==> src/rtl/rand_history.sv <==
`default_nettype none
// ============================================================================
//  Module   : rand_history
//  Purpose  : Result recorder for the random-number generator. Detects the
//             end of each roll (falling edge of the changing flag), stores the
//             final value in a circular history buffer, and drives the display
//             either live from the generator or from stored results stepped
//             newest-to-oldest on user request.
//  Ports    : i_clk        - system clock
//             i_rst_n      - asynchronous active-low reset
//             i_random     - generator value
//             i_changing   - generator busy flag
//             i_recall     - single-cycle pulse, step through history
//             i_clear      - single-cycle pulse, empty history
//             o_display    - value to show
//             o_recalling  - high while showing a stored entry
//             o_index      - age of shown entry (0 = newest), 0 when live
//             o_count      - number of valid entries, 0..DEPTH
//             o_new_result - one-cycle pulse after each capture
//  Revision : 1.0 - initial release
// ============================================================================
module rand_history #(
  parameter int DEPTH = 8,
  parameter int W     = 4,
  localparam int AW   = $clog2(DEPTH)
) (
  input  logic          i_clk,
  input  logic          i_rst_n,
  input  logic [W-1:0]  i_random,
  input  logic          i_changing,
  input  logic          i_recall,
  input  logic          i_clear,
  output logic [W-1:0]  o_display,
  output logic          o_recalling,
  output logic [AW-1:0] o_index,
  output logic [AW:0]   o_count,
  output logic          o_new_result
);

  localparam logic [0:0] c_S_LIVE   = 1'b0;
  localparam logic [0:0] c_S_RECALL = 1'b1;
  localparam logic [AW:0] c_FULL    = (AW+1)'(DEPTH);
  localparam logic [AW:0] c_ONE     = (AW+1)'(1);

  logic [0:0]    r_state;
  logic          r_chg_d;
  logic [AW-1:0] r_wr_ptr;
  logic [AW:0]   r_count;
  logic [AW-1:0] r_offset;
  logic [W-1:0]  r_mem [DEPTH];
  logic          r_new;

  logic          w_fall;
  logic          w_rise;
  logic [AW-1:0] w_rd_ptr;
  logic          w_more;

  assign w_fall   = r_chg_d & ~i_changing;
  assign w_rise   = ~r_chg_d & i_changing;
  // Newest entry sits just behind the write pointer; AW-bit arithmetic
  // gives the modulo-DEPTH wrap for free.
  assign w_rd_ptr = r_wr_ptr - AW'(1) - r_offset;
  // Full-width compare so count == DEPTH is handled correctly.
  assign w_more   = (({1'b0, r_offset} + c_ONE) < r_count);

  always_ff @(posedge i_clk or negedge i_rst_n) begin
    if (!i_rst_n) begin
      r_state  <= c_S_LIVE;
      r_chg_d  <= 1'b0;
      r_wr_ptr <= '0;
      r_count  <= '0;
      r_offset <= '0;
      r_new    <= 1'b0;
      for (int i = 0; i < DEPTH; i++) begin
        r_mem[i] <= '0;
      end
    end else begin
      r_chg_d <= i_changing;
      r_new   <= 1'b0;
      // Priority: clear > capture > rise > recall; losers are dropped.
      if (i_clear) begin
        r_count  <= '0;
        r_wr_ptr <= '0;
        r_offset <= '0;
        r_state  <= c_S_LIVE;
      end else if (w_fall) begin
        r_mem[r_wr_ptr] <= i_random;
        r_wr_ptr        <= r_wr_ptr + AW'(1);
        if (r_count != c_FULL) begin
          r_count <= r_count + c_ONE;
        end
        r_offset <= '0;
        r_state  <= c_S_LIVE;
        r_new    <= 1'b1;
      end else if (w_rise) begin
        r_offset <= '0;
        r_state  <= c_S_LIVE;
      end else if (i_recall) begin
        if (r_state == c_S_LIVE) begin
          if (r_count != '0) begin
            r_state  <= c_S_RECALL;
            r_offset <= '0;
          end
        end else if (w_more) begin
          r_offset <= r_offset + AW'(1);
        end else begin
          // Stepped past the oldest entry: wrap back to live.
          r_state  <= c_S_LIVE;
          r_offset <= '0;
        end
      end
    end
  end

  assign o_recalling  = (r_state == c_S_RECALL);
  assign o_index      = o_recalling ? r_offset : '0;
  assign o_display    = o_recalling ? r_mem[w_rd_ptr] : i_random;
  assign o_count      = r_count;
  assign o_new_result = r_new;

endmodule
`default_nettype wire

==> config.mk <==
export PLATFORM = sky130hd
export DESIGN_NAME = rand_history
export DESIGN_NICKNAME = d
export VERILOG_FILES = /design/src/rtl/rand_history.sv
export SDC_FILE = /design/constraint.sdc
export NUM_CORES = 1
export LEC_CHECK = 0
export ABC_AREA = 1
export ABC_CLOCK_PERIOD_IN_PS = 2200
export CORE_ASPECT_RATIO = 1.5
export CORE_UTILIZATION = 41
export CTS_CLUSTER_SIZE = 25
export DETAILED_ROUTE_END_ITERATION = 16
export PLACE_DENSITY = 0.66
export SLEW_MARGIN = 20
export SYNTH_ARGS = -nofsm -noshare
export SYNTH_HDL_FRONTEND = slang
export SYNTH_SLANG_ARGS = --single-unit
export TNS_END_PERCENT = 1
==> constraint.sdc <==
create_clock -name i_clk -period 2.2 [get_ports i_clk]
set_input_delay 0.33 -clock i_clk [delete_from_list [all_inputs] [get_ports i_clk]]
set_output_delay 0.33 -clock i_clk [all_outputs]
set_load 0.005 [all_outputs]
# Word-level counts from Yosys, hierarchy flattened
# Index checks and enable logic that the tools add are counted.
# totals
reg_bits	45
latchBits	0
ram_bits	0
romBits	0
inputBits	9
output_inout_bits	13
wordCells	70
mem_count	0
# op_classes
add_sub_neg	6
n_mul	0
div_mod_pow	0
n_lt_le_gt_ge	4
eq_ne	1
n_shift	0
n_mux	29
n_bitwise	7
reduce_logical	9
# ops
operator	n
$bwmux 32	1
$mux 3	10
$mux 4	7
$bmux 4 s3	1
$demux 4 s3	1
$mux 1	9
$ge 4x4->1 const B	2
$not 3->4	2
$reduce_bool 4->1	2
$add 3x1->3 const B	2
$reduce_and 2->1	3
$reduce_bool 5->1	1
$add 3x1->4 const B	1
$add 4x1->4 const B	1
$lt 4x1->1 const B	1
$lt 4x4->1	1
$ne 4x4->1 const B	1
$reduce_bool 2->1	2
$not 1->1	3
$sub 3x1->3 const B	1
$sub 3x3->3	1
$and 1x1->1	2
$logic_and 1x1->1	1

# Depth between registers and ports, before layout
# depth
ltp_word	8
mapped_depth	13
ltp_nobuf	13

# Least setup slack after synthesis
# OpenSTA, ideal clock, no wires.
# synth_path
kind	register to output
startpoint	reg r_wr_ptr[0]
endpoint	out o_display[0]
arrival_time_ns	1.805
required_time_ns	1.870
setup_slack_ns	0.065
stages_incl_launch_ff	12
n_path_buf	1
path_cell_list	dfrtp_1 -> ha_1 -> inv_1 -> fa_1 -> buf_2 -> inv_1 -> nand3_1 -> nand2_1 -> clkinv_1 -> nand2_1 -> nand3_1 -> nand2_1
# synth_via
elab_chain_len	7
# synth_rtl
item	line	source
start: declaration	47	logic [AW-1:0] r_wr_ptr;
start signal: assignment	88	r_wr_ptr <= r_wr_ptr + AW'(1);
$sub 3x1->3	62	assign w_rd_ptr = r_wr_ptr - AW'(1) - r_offset;
$sub 3x3->3	62	
$not 3->4 (not written as such)	117	assign o_display = o_recalling ? r_mem[w_rd_ptr] : i_random;
$bmux 4 s3	117	
$mux 4 (not written as such) (2 in a row)	117	
$mux 4	117	
end: declaration	33	output logic [W-1:0] o_display,
# Every way passes these cells. The select of a mux whose other input is x is not followed.

# Worst setup path in the final report
# layout_path
startpoint	reg r_offset[0]
endpoint	out o_display[1]
# layout_via
elab_chain_len	6
# layout_rtl
item	line	source
start: declaration	49	logic [AW-1:0] r_offset;
start signal: assignment	105	r_offset <= r_offset + AW'(1);
$sub 3x3->3	62	
$not 3->4 (not written as such)	117	
$bmux 4 s3	117	
$mux 4 (not written as such) (2 in a row)	117	
$mux 4	117	
# Every way passes these cells. The select of a mux whose other input is x is not followed.

==> impl_metrics.py <==
metrics = {
    "floorplan": {
        "io_pins": 22,
        "dieWidth_um": 65.8,
        "core-area_sq_mm": 0.00583,
        "rows": 34,
        "dieHeight_um": 97.7,
        "start_util_pct": 42.9,
        "dieArea_sq_mm": 0.00642,
    },
    "drt": {
        "drtIter0Drc": 91,
        "met3_length_um": 162,
        "wl_met1_um": 2350,
        "drc": 0,
        "highest_layer": "met4",
        "wl_per_cell_um": 13.9,
        "dr_total_vias": 2221,
        "wl_met2_um": 3280,
        "routed_wl_um": 6130,
        "dr.pass1.iters": 4,
        "via_per_inst": 5.02,
        "final_antenna_net_count": 0,
    },
    "min_path": {
        "holdCritPathClass": "in2async",
    },
    "global_route": {
        "grt_max_degree": 26,
        "grt_pass1_wl_um": 10200,
        "grt_pass1_vias": 2211,
        "antenna_found_initial": 0,
        "gr-total-overflow": 0,
        "grt_use_total_pct": 21.7,
    },
    "logic_synthesis": {
        "synth_area_sq_mm": 0.00250,
        "ys.warnings.count": 0,
        "syn_nets": 352,
        "synth_seq_cells": 45,
        "netlist.area_leader.share_pct": 45.0,
        "seq_area_frac_synth_pct": 45.0,
        "yosys.area.top_type": "dfrtp_1",
        "avgSynthCellArea_sq_um": 7.53,
        "synthCells": 332,
        "synth_cell_types": 23,
        "yosys-top-cells-area": "dfrtp_1 45%, nand2_1 17%, inv_1 6.5%, nand3_1 6.4%, o21ai_0 6.2%",
    },
    "critical_path": {
        "worst_setup_path_end_kind": "output port",
        "start_kind": "register",
        "crit_fanout": 3,
        "crit_required_ns": 1.87,
        "ff2ff_path_depth": 11,
        "crit_arrival_ns": 2.21,
        "worstSetupPathType": "reg2out",
    },
    "power": {
        "p_leak_nw": 1.50,
        "p_clk_share_pct": 30.3,
        "p_switching_mw": 0.556,
        "combPwrFrac_pct": 18.0,
        "p_int_mw": 1.24,
        "ir_worst_vdd_uv": 314,
        "pwr-share-seq_pct": 51.7,
        "power_density_mw_per_mm2": 600,
        "swShare_pct": 30.9,
        "power.total_mw": 1.80,
    },
    "status": {
        "violations": "negative hold slack, negative setup slack",
        "outcome": "complete, but fails checks",
    },
    "sta": {
        "fin_hold_ws_ns": -0.0220,
        "maxSlewHeadroom_pct": 65.2,
        "fin_crit_sh_pct": 115,
        "tns_ns": -1.10,
        "clock_skew_ns": 0.00818,
        "setup_ws_ns": -0.337,
        "slew_viol_final": 0,
        "tightest_slew_ns": 0.522,
        "finalHoldViolCount": 20,
        "period_needed_ns": 2.54,
        "rsz0062_at_grt": "true",
        "setup_violations": 4,
        "maxClockFrequency_mhz": 394,
    },
    "clocking": {
        "clkTransAtPathRegs_ns": 0.09,
        "cts_tree": "yes",
        "clockBufferDepth": 2,
        "h-tree-depth": 2,
        "cts_made_buffers": 5,
        "cts_root_buf": "clkbuf_8",
        "cts_sinks": 45,
        "clk-insertion-delay-late_ns": 0.32,
        "cts_hold_buf": 0,
    },
    "placement": {
        "dp.final_hpwl_um": 4600,
        "gp_congestion": 0.889,
        "place_inst": 429,
        "pre_cts_ws_ns": -0.321,
        "numPortBuffers": 21,
    },
    "finish": {
        "final_cells": 442,
        "diodes": 0,
        "fin_nets": 389,
        "drive_gt1_share_pct": 13.8,
        "areaGrowthSynthToFinish_pct": 20.0,
        "fill_cells": 573,
    },
    "run": {
        "maxCapViolCount": 0,
    },
}
## cells by family after synthesis
| logic type | count (synthesis) | synth area share, % |
|---|---|---|
| compound gates | 41 | 8.30 |
| xor+xnor | 1 | 0.350 |
| fa+ha+maj | 11 | 5.80 |
| buf+inv | 57 | 9.20 |
| flops | 45 | 45.0 |
| simple gates | 177 | 31.3 |
## cell usage after synthesis
library cell and n:
a21oi_1 6, nor3_4 3, buf_2 5, inv_2 5
ha_1 10, nand2_1 116, fa_1 1, nand4_1 9
buf_6 1, inv_4 1, nor2_2 1, inv_1 43
o21ai_0 31, dfrtp_1 45, o21ai_1 2, nand2_4 1
nand3_1 32, nand2_2 2, xnor2_1 1, a31oi_1 2
clkinv_1 2, nor2_1 12, nor3b_1 1
## layout by cell type (no fill, tap or decap)
cell,netlist,layout
nor3_4,3,3
xnor2_1,1,1
inv_4,1,1
buf_6,1,4
nand2_2,2,3
nor2_1,12,12
a31oi_1,2,2
clkbuf_8,0,5
clkinv_2,0,1
a21oi_1,6,6
nor2_2,1,1
nand3_2,0,3
ha_4,0,1
clkinv_4,0,2
buf_12,0,1
nand3_1,32,29
nand4_1,9,9
clkdlybuf4s50_1,0,16
fa_1,1,1
inv_2,5,10
nand2_1,116,115
inv_1,43,40
nand2_4,1,1
dfrtp_1,45,45
ha_1,10,9
nor3b_1,1,1
o21ai_0,31,31
o21ai_1,2,2
buf_4,0,10
buf_2,5,5
## layer usage
layer	vias up	track usage [%]
li1	1124	-
met1	1035	22.5
met2	42	38.1
met3	20	3.64
met4	0	14.5
met5	-	0
## sequential cells by signal, summed over array words and instances (netlist names)
name,cells
o_new_result,1
r_chg_d,1
r_mem,32
o_recalling,1
r_offset,3
o_count,4
r_wr_ptr,3
## critical path, stage by stage (launching register included)
cell and delay, ns:
dfrtp_1 0.40, inv_2 0.08, ha_4 0.12, inv_2 0.03, fa_1 0.52, buf_6 0.12
buf_6 0.09, buf_6 0.09, nand3_2 0.07, nand2_2 0.07, inv_2 0.03, nand2_1 0.04
nand3_1 0.06, nand2_1 0.07, buf_2 0.10
## final timing paths
kind	startpoint	to	slack, ns
hold reg to reg	r_mem[15]	r_mem[15]	0.50
max in group asynchronous	i_rst_n	r_mem[4]	1.72
setup / recovery	r_offset[0]	o_display[1]	-0.34
setup reg to reg	r_offset[0]	o_recalling	0.26
min in group i_clk	r_mem[15]	r_mem[15]	0.50
hold / removal	i_rst_n	r_mem[2]	-0.02
## power groups by stage
stage	clock network (mW)	logic, mW	registers (mW)
2_1_floorplan	0	0.188	0.933
3_3_place_gp	0	0.303	0.945
3_5_place_dp	0	0.308	0.946
4_1_cts	0.554	0.321	0.931
5_1_grt	0.581	0.367	0.938
6_report	0.545	0.324	0.932
## area by class of cell
type                       count  area [sq um]  share of cell area [%]
multi-input combinational    230          1170                    39.1
sequential                    45          1130                    37.5
timing repair buffer          36           325                    10.8
inverter                      51           194                    6.46
tap                           72          90.1                    3.00
clock buffer                   5          68.8                    2.29
clock inverter                 3          22.5                   0.750
## through the flow
stage	hold slack, ns	utilization (%)	area (sq um)
after floorplan	0.0344	-	2500
after global placement	0.333	48.9	2850
after detailed placement	0.342	48.9	2850
after CTS	0.00538	51.5	3000
after global routing	0.0240	51.5	3000
final	-0.0220	51.5	3000
## timing repair
action | 4_1_cts | 5_1_grt
setup buffers | 5 | 0
setup endpoints to repair | 4 | 4
pin swaps | 12 | 10
cloned | 0 | 0
resized for setup | 26 | 5
Power figures use the tool's default switching activity.
